==> config.mk <==
export PLATFORM = sky130hd
export DESIGN_NAME = cam_entry_alloc
export DESIGN_NICKNAME = d
export VERILOG_FILES = /design/src/rtl/cam_pkg.sv /design/src/rtl/cam_free_pick.sv /design/src/rtl/cam_entry_alloc.sv
export SDC_FILE = /design/constraint.sdc
export NUM_CORES = 1
export LEC_CHECK = 0
export CORE_ASPECT_RATIO = 0.75
export CORE_MARGIN = 4
export CORE_UTILIZATION = 38
export CTS_CLUSTER_DIAMETER = 30
export DETAILED_ROUTE_END_ITERATION = 8
export GPL_ROUTABILITY_DRIVEN = 0
export GPL_TIMING_DRIVEN = 0
export SLEW_MARGIN = 30
export SYNTH_ARGS = -nofsm -noshare
export SYNTH_HDL_FRONTEND = slang
export SYNTH_SLANG_ARGS = --single-unit
==> constraint.sdc <==
create_clock -name clk -period 14 [get_ports clk]
set_clock_uncertainty 0.15 [all_clocks]
set_input_delay 2.8 -clock clk [delete_from_list [all_inputs] [get_ports clk]]
set_output_delay 2.8 -clock clk [all_outputs]
set_load 0.1 [all_outputs]
==> src/rtl/cam_pkg.sv <==
// Shared constants for the tag CAM and its write-side allocator, plus small
// popcount helpers used by the allocator.
package cam_pkg;

  localparam int CAM_DEPTH    = 16;
  localparam int CAM_INDEX    = 4;
  localparam int CAM_WIDTH    = 8;
  localparam int NUM_WR_PORTS = 4;
  localparam int NUM_RD_PORTS = 6;

  // Number of set bits in a 4-bit request/grant vector.
  function automatic logic [2:0] popcount4(input logic [3:0] v);
    logic [2:0] c;
    c = '0;
    for (int i = 0; i < 4; i++) begin
      c = c + {2'b00, v[i]};
    end
    return c;
  endfunction

  // Number of set bits in an entry-wide mask.
  function automatic logic [CAM_INDEX:0] popcount_depth(input logic [CAM_DEPTH-1:0] v);
    logic [CAM_INDEX:0] c;
    c = '0;
    for (int i = 0; i < CAM_DEPTH; i++) begin
      c = c + {{CAM_INDEX{1'b0}}, v[i]};
    end
    return c;
  endfunction

endpackage

==> src/rtl/cam_free_pick.sv <==
// Combinational finder for the four lowest-indexed set bits of a free mask.
// idxN_o is the index of the N-th lowest set bit; vld_o[N] says it exists.
module cam_free_pick
  import cam_pkg::*;
(
  input  logic [CAM_DEPTH-1:0]    free_mask,
  output logic [CAM_INDEX-1:0]    idx0_o,
  output logic [CAM_INDEX-1:0]    idx1_o,
  output logic [CAM_INDEX-1:0]    idx2_o,
  output logic [CAM_INDEX-1:0]    idx3_o,
  output logic [NUM_WR_PORTS-1:0] vld_o
);

  logic [CAM_INDEX-1:0] idx_arr [NUM_WR_PORTS];
  logic [2:0]           cnt;

  // Scan entries upward, recording the first four free ones in order.
  always_comb begin
    cnt   = '0;
    vld_o = '0;
    for (int n = 0; n < NUM_WR_PORTS; n++) begin
      idx_arr[n] = '0;
    end
    for (int i = 0; i < CAM_DEPTH; i++) begin
      if (free_mask[i] && !cnt[2]) begin
        idx_arr[cnt[1:0]] = CAM_INDEX'(i);
        vld_o[cnt[1:0]]   = 1'b1;
        cnt               = cnt + 3'd1;
      end
    end
  end

  assign idx0_o = idx_arr[0];
  assign idx1_o = idx_arr[1];
  assign idx2_o = idx_arr[2];
  assign idx3_o = idx_arr[3];

endmodule

==> src/rtl/cam_entry_alloc.sv <==
// Write-side allocator for the tag CAM. Tracks used entries, grants up to four
// requests per cycle (all-or-nothing) to the lowest free entries, and registers
// the CAM write ports one cycle after the grant.
//
// Handshake: req_i[N] is a request held by the producer; grant_o[N] is the
// same-cycle acceptance. A request is consumed only in a cycle where grant_o[N]
// is high; when stall_o is high nothing is consumed and the producer must hold
// or re-present its requests. No request is ever partially granted.
//
// Optional feature macro: CAM_ALLOC_STATS_EN adds stall_cnt_o and hiwater_o.
module cam_entry_alloc
  import cam_pkg::*;
(
  input  logic                 clk,
  input  logic                 reset,
  input  logic [3:0]           req_i,
  input  logic [CAM_WIDTH-1:0] tag0req_i,
  input  logic [CAM_WIDTH-1:0] tag1req_i,
  input  logic [CAM_WIDTH-1:0] tag2req_i,
  input  logic [CAM_WIDTH-1:0] tag3req_i,
  input  logic [CAM_DEPTH-1:0] free_vec_i,
  output logic [3:0]           grant_o,
  output logic                 stall_o,
  output logic [CAM_INDEX-1:0] addr0_o,
  output logic [CAM_INDEX-1:0] addr1_o,
  output logic [CAM_INDEX-1:0] addr2_o,
  output logic [CAM_INDEX-1:0] addr3_o,
  output logic                 we0_o,
  output logic                 we1_o,
  output logic                 we2_o,
  output logic                 we3_o,
  output logic [CAM_INDEX-1:0] addr0wr_o,
  output logic [CAM_INDEX-1:0] addr1wr_o,
  output logic [CAM_INDEX-1:0] addr2wr_o,
  output logic [CAM_INDEX-1:0] addr3wr_o,
  output logic [CAM_WIDTH-1:0] tag0wr_o,
  output logic [CAM_WIDTH-1:0] tag1wr_o,
  output logic [CAM_WIDTH-1:0] tag2wr_o,
  output logic [CAM_WIDTH-1:0] tag3wr_o,
  output logic [CAM_INDEX:0]   free_cnt_o
`ifdef CAM_ALLOC_STATS_EN
  ,
  output logic [31:0]          stall_cnt_o,
  output logic [CAM_INDEX:0]   hiwater_o
`endif
);

  logic [CAM_DEPTH-1:0]    used_q;
  logic [CAM_DEPTH-1:0]    used_nxt;
  logic [CAM_DEPTH-1:0]    free_hit;
  logic [CAM_DEPTH-1:0]    alloc_mask;
  logic [CAM_INDEX:0]      free_cnt_q;
  logic [CAM_INDEX:0]      free_cnt_nxt;

  logic [2:0]              req_cnt;
  logic                    grant_ok;
  logic [NUM_WR_PORTS-1:0] grant;
  logic                    stall;
  logic [NUM_WR_PORTS-1:0] slot_ok;
  logic [1:0]              rank;

  logic [CAM_WIDTH-1:0]    tag_req   [NUM_WR_PORTS];
  logic [CAM_INDEX-1:0]    pick_idx  [NUM_WR_PORTS];
  logic [NUM_WR_PORTS-1:0] pick_vld;
  logic [CAM_INDEX-1:0]    addr_sel  [NUM_WR_PORTS];

  logic [NUM_WR_PORTS-1:0] we_q;
  logic [CAM_INDEX-1:0]    addr_wr_q [NUM_WR_PORTS];
  logic [CAM_WIDTH-1:0]    tag_wr_q  [NUM_WR_PORTS];

  assign tag_req[0] = tag0req_i;
  assign tag_req[1] = tag1req_i;
  assign tag_req[2] = tag2req_i;
  assign tag_req[3] = tag3req_i;

  // Free list comes from registered state only: same-cycle frees are invisible.
  cam_free_pick u_pick (
    .free_mask (~used_q),
    .idx0_o    (pick_idx[0]),
    .idx1_o    (pick_idx[1]),
    .idx2_o    (pick_idx[2]),
    .idx3_o    (pick_idx[3]),
    .vld_o     (pick_vld)
  );

  // All-or-nothing grant: accept every request or none of them.
  always_comb begin
    req_cnt  = popcount4(req_i);
    grant_ok = ({2'b00, req_cnt} <= free_cnt_q);
    grant    = grant_ok ? req_i : '0;
    // Refusal implies req_cnt > free_cnt >= 0, so a request is pending.
    stall    = !grant_ok;
  end

  // The j-th requesting slot (ascending) takes the j-th lowest free entry.
  always_comb begin
    rank       = '0;
    slot_ok    = '0;
    alloc_mask = '0;
    for (int n = 0; n < NUM_WR_PORTS; n++) begin
      addr_sel[n] = pick_idx[rank];
      slot_ok[n]  = grant[n] & pick_vld[rank];
      if (slot_ok[n]) begin
        alloc_mask[addr_sel[n]] = 1'b1;
      end
      if (req_i[n]) begin
        rank = rank + 2'd1;
      end
    end
  end

  // Next bitmap and free count; frees only count against entries in use.
  always_comb begin
    free_hit     = free_vec_i & used_q;
    used_nxt     = (used_q & ~free_hit) | alloc_mask;
    free_cnt_nxt = free_cnt_q - {2'b00, popcount4(slot_ok)} + popcount_depth(free_hit);
  end

  // Bitmap and free-count state.
  always_ff @(posedge clk or posedge reset) begin
    if (reset) begin
      used_q     <= '0;
      free_cnt_q <= (CAM_INDEX+1)'(CAM_DEPTH);
    end else begin
      used_q     <= used_nxt;
      free_cnt_q <= free_cnt_nxt;
    end
  end

  // CAM write ports: one-cycle enable pulse; address/tag hold when idle.
  always_ff @(posedge clk or posedge reset) begin
    if (reset) begin
      we_q <= '0;
      for (int n = 0; n < NUM_WR_PORTS; n++) begin
        addr_wr_q[n] <= '0;
        tag_wr_q[n]  <= '0;
      end
    end else begin
      for (int n = 0; n < NUM_WR_PORTS; n++) begin
        we_q[n] <= slot_ok[n];
        if (slot_ok[n]) begin
          addr_wr_q[n] <= addr_sel[n];
          tag_wr_q[n]  <= tag_req[n];
        end
      end
    end
  end

`ifdef CAM_ALLOC_STATS_EN
  logic [31:0]        stall_cnt_q;
  logic [CAM_INDEX:0] hiwater_q;
  logic [CAM_INDEX:0] used_cnt_nxt;

  // Occupancy after this edge, used for the high-water mark.
  always_comb begin
    used_cnt_nxt = (CAM_INDEX+1)'(CAM_DEPTH) - free_cnt_nxt;
  end

  // Saturating stall counter and occupancy high-water mark.
  always_ff @(posedge clk or posedge reset) begin
    if (reset) begin
      stall_cnt_q <= '0;
      hiwater_q   <= '0;
    end else begin
      if (stall && (stall_cnt_q != '1)) begin
        stall_cnt_q <= stall_cnt_q + 32'd1;
      end
      if (used_cnt_nxt > hiwater_q) begin
        hiwater_q <= used_cnt_nxt;
      end
    end
  end

  assign stall_cnt_o = stall_cnt_q;
  assign hiwater_o   = hiwater_q;
`endif

  assign grant_o    = grant;
  assign stall_o    = stall;
  assign addr0_o    = addr_sel[0];
  assign addr1_o    = addr_sel[1];
  assign addr2_o    = addr_sel[2];
  assign addr3_o    = addr_sel[3];
  assign we0_o      = we_q[0];
  assign we1_o      = we_q[1];
  assign we2_o      = we_q[2];
  assign we3_o      = we_q[3];
  assign addr0wr_o  = addr_wr_q[0];
  assign addr1wr_o  = addr_wr_q[1];
  assign addr2wr_o  = addr_wr_q[2];
  assign addr3wr_o  = addr_wr_q[3];
  assign tag0wr_o   = tag_wr_q[0];
  assign tag1wr_o   = tag_wr_q[1];
  assign tag2wr_o   = tag_wr_q[2];
  assign tag3wr_o   = tag_wr_q[3];
  assign free_cnt_o = free_cnt_q;

endmodule
Yosys cells after proc, flatten, opt, wreduce, memory -nomap -nowiden

Index checks and enable logic that the tools add are counted.

Bits in registers: 73

Add/sub/neg operators: 39
Order comparisons: 75
Muxes and demuxes: 137
Bitwise operators: 85
Reductions and logical operators: 65

Operators with widths:

| cell                  | number |
|---|---|
| $mux W16              | 18 |
| $mux W4               | 37 |
| $demux W4 S2          | 15 |
| $or A16 B16 Y16       | 5 |
| $or A4 B4 Y4          | 16 |
| $add A5 B1 Y5         | 11 |
| $ge A3 B3 Y1 const B  | 18 |
| $lt A2 B3 Y1 const B  | 17 |
| $not A2 Y3            | 17 |
| $logic_and A1 B1 Y1   | 49 |
| $and A8 B8 Y8         | 6 |
| $not A8 Y8            | 6 |
| $or A12 B12 Y12       | 4 |
| $or A8 B8 Y8          | 6 |
| $lt A3 B1 Y1 const B  | 15 |
| $mux W3               | 14 |
| $add A3 B1 Y3 const B | 13 |
| $and A12 B12 Y12      | 3 |
| $not A12 Y12          | 3 |
| $and A16 B16 Y16      | 2 |
| $not A16 Y16          | 2 |
| $demux W1 S2          | 15 |
| $ge A2 B1 Y1 const B  | 14 |
| $mux W1               | 25 |
| other kinds (27)      | 70 |

Longest topological paths before layout

Gate-level depths: netlist of run 1.

Depth after elaboration: 64
Gate-level depth with buffers: 69
Mapped depth without buffers: 63

Cells and area by module

From an unflattened synthesis of run 1, not the netlist that was laid out.

Cells, all modules: 883
Area total of the unflattened synthesis: 7449.6 um^2

By module, submodules not included:

| module          | times used | cells an instance | area an instance (um^2) |
|---|---|---|---|
| cam_entry_alloc | 1          | 484               | 4713.3 |
| cam_free_pick   | 1          | 399               | 2736.4 |

Worst setup path before layout of run 1

Ideal clock, no wire load.

Path kind: register to output
Start: register used_q[0]
End: output port addr2_o[0]
Data arrival time: 12.662 ns
Required time: 11.050 ns
Path slack: -1.612 ns
Cell stages (with the launch flop): 45
Path buffers: 2
Cell sequence: dfrtp_1 > fa_1 > buf_2 > nor3_1 > inv_1 > ha_1 > or3_1 > a211oi_1 > mux2_2 > and2_1 > ha_1 > or2_2 > nor3_1 > o2111ai_1 > o31a_1 > o21ai_0 > ha_1 > a211oi_1 > (+9 left out) > ha_1 > nor2b_1 > nor2_1 > and2_1 > clkbuf_1 > mux2i_1 > xor2_1 > nor2_1 > nor3_1 > nor2_1 > ha_1 > nor3_1 > nand2_1 > nor3_1 > nand3_1 > nand4_1 > mux2i_1 > o21bai_1

Cells in the longest elaborated chain, start to end: 52
Elaborated cells between the ends (all ways): 185

RTL lines:

| element                                                | RTL line               | text |
|---|---|---|
| start: declaration                                     | cam_entry_alloc.sv:48  | `logic [CAM_DEPTH-1:0] used_q;` |
| start signal: assignment                               | cam_entry_alloc.sv:125 | `used_q <= used_nxt;` |
| $not A16 Y16 *                                         | cam_entry_alloc.sv:78  | `.free_mask (~used_q),` |
| $mux W1 *                                              | cam_free_pick.sv:25    | `if (free_mask[i] && !cnt[2]) begin` |
| branches (longest 46 deep; another with $add A3 B1 Y3) | n/a                    |  |
| $mux W16 *                                             | cam_free_pick.sv:25    |  |
| named net addr0_o[0]                                   | cam_entry_alloc.sv:24  | `output logic [CAM_INDEX-1:0] addr0_o,` |
| $bmux W4 S2 *                                          | cam_entry_alloc.sv:101 | `addr_sel[n] = pick_idx[rank];` |
| $mux W4 (implied by the code) * (2 in a row)           | cam_entry_alloc.sv:101 |  |
| end: declaration                                       | cam_entry_alloc.sv:26  | `output logic [CAM_INDEX-1:0] addr2_o,` |

Mark *: on every way through the listed nets, which the timed path passes. The select of a mux whose other input is x is not followed.

Final worst setup path of run 1

Start: register used_q[2]
End: register free_cnt_q[4] (netlist: free_cnt_o[4])

Cells in the longest elaborated chain, start to end: 53
Elaborated cells between the ends (all ways): 175

RTL lines:

| element                                                | RTL line               | text |
|---|---|---|
| $not A16 Y16 *                                         | cam_entry_alloc.sv:78  |  |
| $logic_and A1 B1 Y1 *                                  | cam_free_pick.sv:25    |  |
| branches (longest 42 deep; another with $add A3 B1 Y3) | n/a                    |  |
| $mux W4 *                                              | cam_free_pick.sv:25    |  |
| $bmux W1 S2 *                                          | cam_entry_alloc.sv:102 | `slot_ok[n] = grant[n] & pick_vld[rank];` |
| $mux W1 (implied by the code) *                        | cam_entry_alloc.sv:102 |  |
| $and A1 B1 Y1 *                                        | cam_entry_alloc.sv:102 |  |
| named net slot_ok[1]                                   | cam_entry_alloc.sv:59  | `logic [NUM_WR_PORTS-1:0] slot_ok;` |
| $add A1 B1 Y2 *                                        | cam_pkg.sv:16          | `c = c + {2'b00, v[i]};` |
| $add A2 B1 Y3 *                                        | cam_pkg.sv:16          |  |
| $add A3 B1 Y3 *                                        | cam_pkg.sv:16          |  |
| $sub A5 B3 Y5 *                                        | cam_entry_alloc.sv:116 | `free_cnt_nxt = free_cnt_q - {2'b00, popcount4(slot_ok)} + popcount_depth(free_hit);` |
| $add A5 B5 Y5 *                                        | cam_entry_alloc.sv:116 |  |
| named net free_cnt_nxt[4]                              | cam_entry_alloc.sv:53  | `logic [CAM_INDEX:0] free_cnt_nxt;` |
| end signal: assignment                                 | cam_entry_alloc.sv:123 | `free_cnt_q <= (CAM_INDEX+1)'(CAM_DEPTH);` |
| end signal: assignment                                 | cam_entry_alloc.sv:126 | `free_cnt_q <= free_cnt_nxt;` |
| end: declaration                                       | cam_entry_alloc.sv:52  | `logic [CAM_INDEX:0] free_cnt_q;` |

Marks and branches as above.
A chain may end at the register's enable or synchronous reset.

==> reports/summary.log, run 1 <==
[synthesis] post-synthesis mux area share 0.0668
[placement] HPWL reported at the end of detailed placement 22,200 microns
[floorplanning] Initial Utilization 0.386
[synthesis] portion of synthesized cell area occupied by the leading cell type 0.241
[timing] unrepaired setup endpoints after global routing yes
[critical_path] CP Capture Type flip-flop
[timing] share of the cycle needed by the critical path after routing 0.982
[timing] actual transition at the worst max-transition pin 1.05 ns
[synthesis] post-synthesis cell count 900
[cells_and_area] diode insertion count for antenna repair 0
[floorplanning] top-level I/O count 132
[synthesis] synth warn 0
[floorplanning] horizontal die dimension 170 microns
[critical_path] destination of the worst register-to-register timing path free_cnt_o[4]$_DFF_PP1_
[critical_path] worst setup path endpoint free_cnt_o[4]$_DFF_PP1_
[synthesis] fraction of the mapped netlist area in adder cells 0.138
[job] number of max-capacitance violations reported 0
[critical_path] WP buf/inv 9
[synthesis] Post-synth EDFFs 0
[timing] relative slew slack 0.301
[grt] wire length of the first global-routing pass 43,100 microns
[status] result of the run finished, final reports clean
[synthesis] mean area per synthesized cell 8.32 sq um
[clock_tree] worst skew pair latency 0.34 ns
[timing] Max Fclk 72.7 MHz
[critical_path] depth of the most critical reg-to-reg path 58
[floorplanning] area of the die 22,000 sq um
[timing] final setup violation count 0
[critical_path] slowest library cell on the worst path fa_2
[grt] sum of overflow across all layers after global routing 0
[synthesis] sequential fraction of the synthesis area 0.244
[synthesis] dominant combinational cell family by area after synthesis simple AND/OR/NAND/NOR gates
[grt] antenna violations before repair 0
[floorplanning] core region area 19,400 sq um
[routing] count of unresolved DRC violations after routing 0
[synthesis] async set or reset register ratio after synthesis 1.00
[cells_and_area] net count of the finished layout 1,239
[grt] largest net degree at the start of global routing 44
[synthesis] distinct cell type count after synthesis 97
[floorplanning] std cell rows 44
[synthesis] number of synthesized register bits 73
[synthesis] leading post-synthesis cells by instance count nand2_1 (114), dfrtp_1 (72), inv_1 (70)
[routing] residual antenna-violating net count after detailed routing 0
[clock_tree] hold buffer count at cts 0
[critical_path] cell mode on critical path ha_4
[synthesis] main area contributors after synthesis dfrtp_1 (24%), ha_1 (9.0%), nand2_1 (5.7%)
[synthesis] area share of and/or/nand/nor cells after synthesis 0.251
[clock_tree] clock tree from TritonCTS yes
[synthesis] cell with the most instances after synthesis nand2_1
[critical_path] Top delay family on crit path adder cells
[timing] final slew viol count 0
[synthesis] cell type contributing the most total cell area after synthesis dfrtp_1
[routing] number of DRC markers in iteration 0 905
[synthesis] area fraction in compound gates after synthesis 0.224
[synthesis] XOR/XNOR share of the synthesized area 0.0185
[clock_tree] CTS H-Tree Depth 3
[synthesis] primary flip-flop cell chosen by synthesis mapping dfrtp_1
[clock_tree] maximum root-to-sink buffer count 2
[clock_tree] clock transition at the registers of the reported paths 0.06 ns
[timing] min cycle time layout 13.75 ns
[clock_tree] CTS sink count 73
[clock_tree] number of clock buffers inserted by TritonCTS 9
[cells_and_area] number of fill cells 1,766
[critical_path] worst-path fanout max 7
[placement] I/O Buffers 131
[routing] total detailed-routing wirelength 29,600 microns
[grt] via count of the first global-routing pass 7,412
[critical_path] arrival time worst endpoint 13.87 ns
[clock_tree] CTS root buffer clkbuf_16
[critical_path] startpoint of the worst-slack reg-to-reg timing path used_q[2]$_DFF_PP0_
[timing] Final Hold Viols 0
[hold_path] path class of the lowest-slack min-delay path reg -> reg
[critical_path] source of the critical timing path used_q[2]$_DFF_PP0_
[synthesis] netlist area before placement 7490 sq um
[cells_and_area] fraction of final layout cells sized beyond drive strength 1 0.276
[critical_path] launching element type of the critical path flip-flop
[synthesis] synthesized netlist net count 1,026
[routing] vias per cell 5.92
[routing] via count of the routed design 8,123
[critical_path] reg-to-reg slack, setup 0.25 ns
[routing] average routed wire per standard cell 21.6 microns
[critical_path] Worst Path Required 14.12 ns
[critical_path] maximum cell stage delay along the critical path 0.53 ns
[floorplanning] die height 130 microns
[timing] setup TNS 0 ns
[critical_path] depth of the critical timing path with buffers and inverters included 58
[grt] aggregate global-route resource usage 0.251
[cells_and_area] area added between synthesis and finish 44.1%
[critical_path] critical path type reg -> reg
[routing] DRT Pass-1 Iters 6
worst reg2reg max path, delay by kind of cell, from the launching register on:
family	cells	cell delay (ns)
flip-flops	1	0.45
AND/OR/NAND/NOR	17	3.34
buffers and inverters	9	0.94
adder cells (fa/ha/maj)	16	5.46
XOR/XNOR	2	0.42
AO/OA/AOI/OAI	11	1.96
multiplexers	3	0.97
kinds of logic (layout without fill, tap and decap cells):
family / count (synthesis) / count (layout)
buf+inv: 109 / 327
fa+ha+maj: 72 / 72
xor+xnor: 15 / 15
flops: 73 / 73
simple gates: 367 / 367
mux: 45 / 45
compound gates: 219 / 219
cell usage in the layout (no fill, tap or decap), drive strengths merged, types with 11 or more instances in the layout:
cell,Yosys,layout
nand2,114,114
inv,74,76
nor4,11,11
clkbuf,18,21
and3,12,12
nor2b,18,18
clkdlybuf4s50,0,115
ha,54,54
a21oi,44,44
o21ai,30,30
buf,14,96
fa,18,18
mux2,37,37
and2,12,12
o221ai,11,11
nand2b,17,17
nor3,32,32
a221o,13,13
dfrtp,72,72
nand3,35,35
nor2,63,63
sequential cells by signal, summed over array words and instances, names as in the netlist:
register,cells
used_q,16
tag2wr_o,8
addr0wr_o,4
addr2wr_o,4
addr1wr_o,4
tag3wr_o,8
addr3wr_o,4
tag0wr_o,8
we_q,4
free_cnt_o,5
tag1wr_o,8
layout make-up:
type	count	area, sq um	area share
plain buffers	27	164	0.0152
clock buffers	9	225	0.0209
clock inverters	7	60.1	0.00556
inverters	77	312	0.0289
multi-input cells	718	6000	0.556
flip-flops and latches	73	1830	0.170
well taps	253	317	0.0293
repair buffers	207	1880	0.175
repair_timing:
action / in CTS / in global routing
setup buffers: 22 / 53
pin swaps: 20 / 53
hold endpoints to repair: 0 / 0
setup endpoints to repair: 21 / 21
resized for setup: 131 / 75
stage by stage:
| stage | setup slack [ns] | instance area (sq um) | std cells | utilization | hold slack [ns] |
|---|---|---|---|---|---|
| after floorplan | 0.00403 | 7670 | 900 | - | 0.435 |
| after global placement | -2.56 | 9300 | 1284 | 0.480 | 0.308 |
| final | 0.250 | 10800 | 1371 | 0.557 | 0.326 |
| after CTS | -0.170 | 10100 | 1320 | 0.519 | 0.328 |
| after global routing | -0.160 | 10800 | 1371 | 0.557 | 0.341 |
| after detailed placement | -2.57 | 9330 | 1285 | 0.482 | 0.311 |
worst min path at each step:
stage | cells after the start | endpoint | slack (ns) | startpoint
after global placement | 2 | tag1wr_o[7]$_DFFE_PP0N_ | 0.31 | tag1wr_o[7]$_DFFE_PP0N_
after floorplan | 3 | used_q[15]$_DFF_PP0_ | 0.44 | used_q[15]$_DFF_PP0_
after CTS | 2 | tag1wr_o[7]$_DFFE_PP0N_ | 0.33 | tag1wr_o[7]$_DFFE_PP0N_
after detailed placement | 2 | tag1wr_o[7]$_DFFE_PP0N_ | 0.31 | tag1wr_o[7]$_DFFE_PP0N_
final | 2 | tag1wr_o[7]$_DFFE_PP0N_ | 0.33 | tag1wr_o[7]$_DFFE_PP0N_
after global routing | 2 | tag1wr_o[2]$_DFFE_PP0N_ | 0.34 | tag1wr_o[2]$_DFFE_PP0N_
per-layer routing:
layer  track usage  share of wire  routed length, microns
met1         0.379           0.46                   13500
met2         0.355           0.42                   12300
met3        0.0738           0.11                    3190
met4        0.0469          0.021                     613
met5             0              0                       0
Power of run 1 is left out: the tool's default activity adds up to more than one toggle a clock period on the data nets, which glitch-free logic cannot reach.
==> run 2: changes to the inputs <==
--- a/config.mk
+++ b/config.mk
@@ -12,6 +12,7 @@
 export DETAILED_ROUTE_END_ITERATION = 8
 export GPL_ROUTABILITY_DRIVEN = 0
 export GPL_TIMING_DRIVEN = 0
+export PLACE_DENSITY_LB_ADDON = 0.05
 export SLEW_MARGIN = 30
 export SYNTH_ARGS = -nofsm -noshare
 export SYNTH_HDL_FRONTEND = slang
==> reports/summary.log, run 2 (same netlist as run 1, synthesis figures left out) <==
[job] number of max-capacitance violations reported 0
[critical_path] reg-to-reg slack, setup 0.20 ns
[placement] HPWL reported at the end of detailed placement 22,300 microns
[floorplanning] top-level I/O count 132
[clock_tree] clock transition at the registers of the reported paths 0.06 ns
[clock_tree] clock tree from TritonCTS yes
[clock_tree] CTS H-Tree Depth 3
[hold_path] hold_sp addr1wr_o[1]$_DFFE_PP0N_
[timing] Max Fclk 72.4 MHz
[cells_and_area] register with the most flip-flops used_q
[routing] DRT Pass-1 Iters 6
[clock_tree] worst skew pair latency 0.33 ns
[grt] aggregate global-route resource usage 0.249
[hold_path] path class of the lowest-slack min-delay path reg -> reg
[grt] antenna violations before repair 0
[floorplanning] die height 130 microns
[grt] sum of overflow across all layers after global routing 0
[floorplanning] horizontal die dimension 170 microns
[floorplanning] area of the die 22,000 sq um
[timing] actual transition at the worst max-transition pin 1.03 ns
[routing] via count of the routed design 8,133
[cells_and_area] number of fill cells 1,788
[status] result of the run finished, final reports clean
[cells_and_area] area of combinational cells with multiple inputs 6000 sq um
[grt] wire length of the first global-routing pass 42,500 microns
[cells_and_area] net count of the finished layout 1,241
[timing] unrepaired setup endpoints after global routing yes
[timing] min cycle time layout 13.80 ns
[critical_path] CP Capture Type flip-flop
[routing] vias per cell 5.92
[clock_tree] CTS sink count 73
[critical_path] startpoint of the worst-slack reg-to-reg timing path used_q[0]$_DFF_PP0_
[routing] average routed wire per standard cell 21.1 microns
[floorplanning] Initial Utilization 0.386
[cells_and_area] most used cells in the layout excluding fill and tap cells clkdlybuf4s50_1 (115), nand2_1 (107), buf_4 (76)
[cells_and_area] area added between synthesis and finish 45.1%
[cells_and_area] fraction of final layout cells sized beyond drive strength 1 0.279
[critical_path] arrival time worst endpoint 13.92 ns
[critical_path] destination of the worst register-to-register timing path free_cnt_o[4]$_DFF_PP1_
[critical_path] maximum cell stage delay along the critical path 0.54 ns
[clock_tree] number of clock buffers inserted by TritonCTS 9
[critical_path] launching element type of the critical path flip-flop
[timing] final setup violation count 0
[timing] Final Hold Viols 0
[cells_and_area] most common cell after layout, fill and taps aside clkdlybuf4s50_1
[clock_tree] hold buffer count at cts 0
[cells_and_area] area used by sequential logic in the layout 1830 sq um
[routing] total detailed-routing wirelength 28,900 microns
[hold_path] Hold EP addr1wr_o[1]$_DFFE_PP0N_
[floorplanning] core region area 19,400 sq um
[routing] residual antenna-violating net count after detailed routing 0
[grt] largest net degree at the start of global routing 39
[timing] final slew viol count 0
[clock_tree] CTS root buffer clkbuf_16
[timing] share of the cycle needed by the critical path after routing 0.986
[clock_tree] maximum root-to-sink buffer count 2
[floorplanning] std cell rows 44
[placement] I/O Buffers 131
[timing] relative slew slack 0.314
[critical_path] critical path type reg -> reg
[hold_path] hold depth 2
[cells_and_area] Largest register FFs 16
[cells_and_area] diode insertion count for antenna repair 0
[grt] via count of the first global-routing pass 7,295
[critical_path] slowest library cell on the worst path fa_1
[routing] number of DRC markers in iteration 0 760
[critical_path] Worst Path Required 14.11 ns
[cells_and_area] final standard cell utilization of the core 0.561
[routing] count of unresolved DRC violations after routing 0
[critical_path] depth of the most critical reg-to-reg path 58
[critical_path] worst-path fanout max 7
[run 2: cell count changes in the layout (fill, tap and decap cells not counted), sizes merged, moves of 2 or more]
cell | previous run | this run
bufinv | 0 | 2
clkdlybuf4s18 | 3 | 0
clkbuf | 21 | 23
inv | 76 | 73
clkdlybuf4s15 | 4 | 8
[run 2: how the worst max path moves through the flow]
| stage | cells past startpoint | end | start | slack [ns] |
|---|---|---|---|---|
| global placement | 62 | free_cnt_o[4]$_DFF_PP1_ | used_q[2]$_DFF_PP0_ | -2.45 |
| global route | 58 | free_cnt_o[4]$_DFF_PP1_ | used_q[0]$_DFF_PP0_ | -0.23 |
| finish | 58 | free_cnt_o[4]$_DFF_PP1_ | used_q[0]$_DFF_PP0_ | 0.20 |
| detailed placement | 62 | free_cnt_o[4]$_DFF_PP1_ | used_q[2]$_DFF_PP0_ | -2.36 |
| CTS | 61 | free_cnt_o[4]$_DFF_PP1_ | used_q[1]$_DFF_PP0_ | -0.17 |
| floorplan | 64 | free_cnt_o[4]$_DFF_PP1_ | used_q[2]$_DFF_PP0_ | 0.004 |
[run 2: layout make-up]
cell class / instances / area share
multi-input cells: 718 / 0.552
repair buffers: 209 / 0.177
flip-flops and latches: 73 / 0.169
well taps: 253 / 0.0291
inverters: 77 / 0.0287
clock buffers: 10 / 0.0211
plain buffers: 27 / 0.0151
clock inverters: 6 / 0.00841
[run 2: layer usage]
layer / track usage / vias up / part of all wire / wire (microns)
li1: - / 3743 / - / -
met1: 0.366 / 3938 / 0.45 / 13100
met4: 0.0441 / 0 / 0.011 / 323
met2: 0.367 / 407 / 0.44 / 12700
met3: 0.0708 / 45 / 0.099 / 2850
met5: 0 / - / 0 / 0
[run 2: per-stage QoR]
step                      hold slack (ns)  setup WS (ns)  std cells  TNS [ns]  area (sq um)
after global placement              0.310          -2.45       1284    -34.51          9300
after global routing                0.357         -0.233       1373    -0.510         10900
after CTS                           0.333         -0.166       1325    -0.166         10200
final                               0.332          0.196       1373         0         10900
after detailed placement            0.313          -2.36       1286    -32.55          9330
after floorplan                     0.435        0.00403        900         0          7670
[run 2: critical path: cells and delay by family (launching register included)]
family	cells	cell delay (ns)
adders and majority gates	15	5.19
muxes	3	0.89
buffers and inverters	10	0.95
and+or+nand+nor	18	3.85
AOI/OAI and AO/OA	11	2.09
DFF	1	0.44
xor gates and xnor gates	1	0.12
[run 2: what timing repair did]
item / CTS / global route
endpoints found under the hold margin: 0 / 0
pin swaps: 20 / 55
gates cloned: 0 / 0
setup buffers: 26 / 49
gates resized for setup: 124 / 70
endpoints found under the setup margin: 21 / 21
Power of run 2 is left out for the same reason.
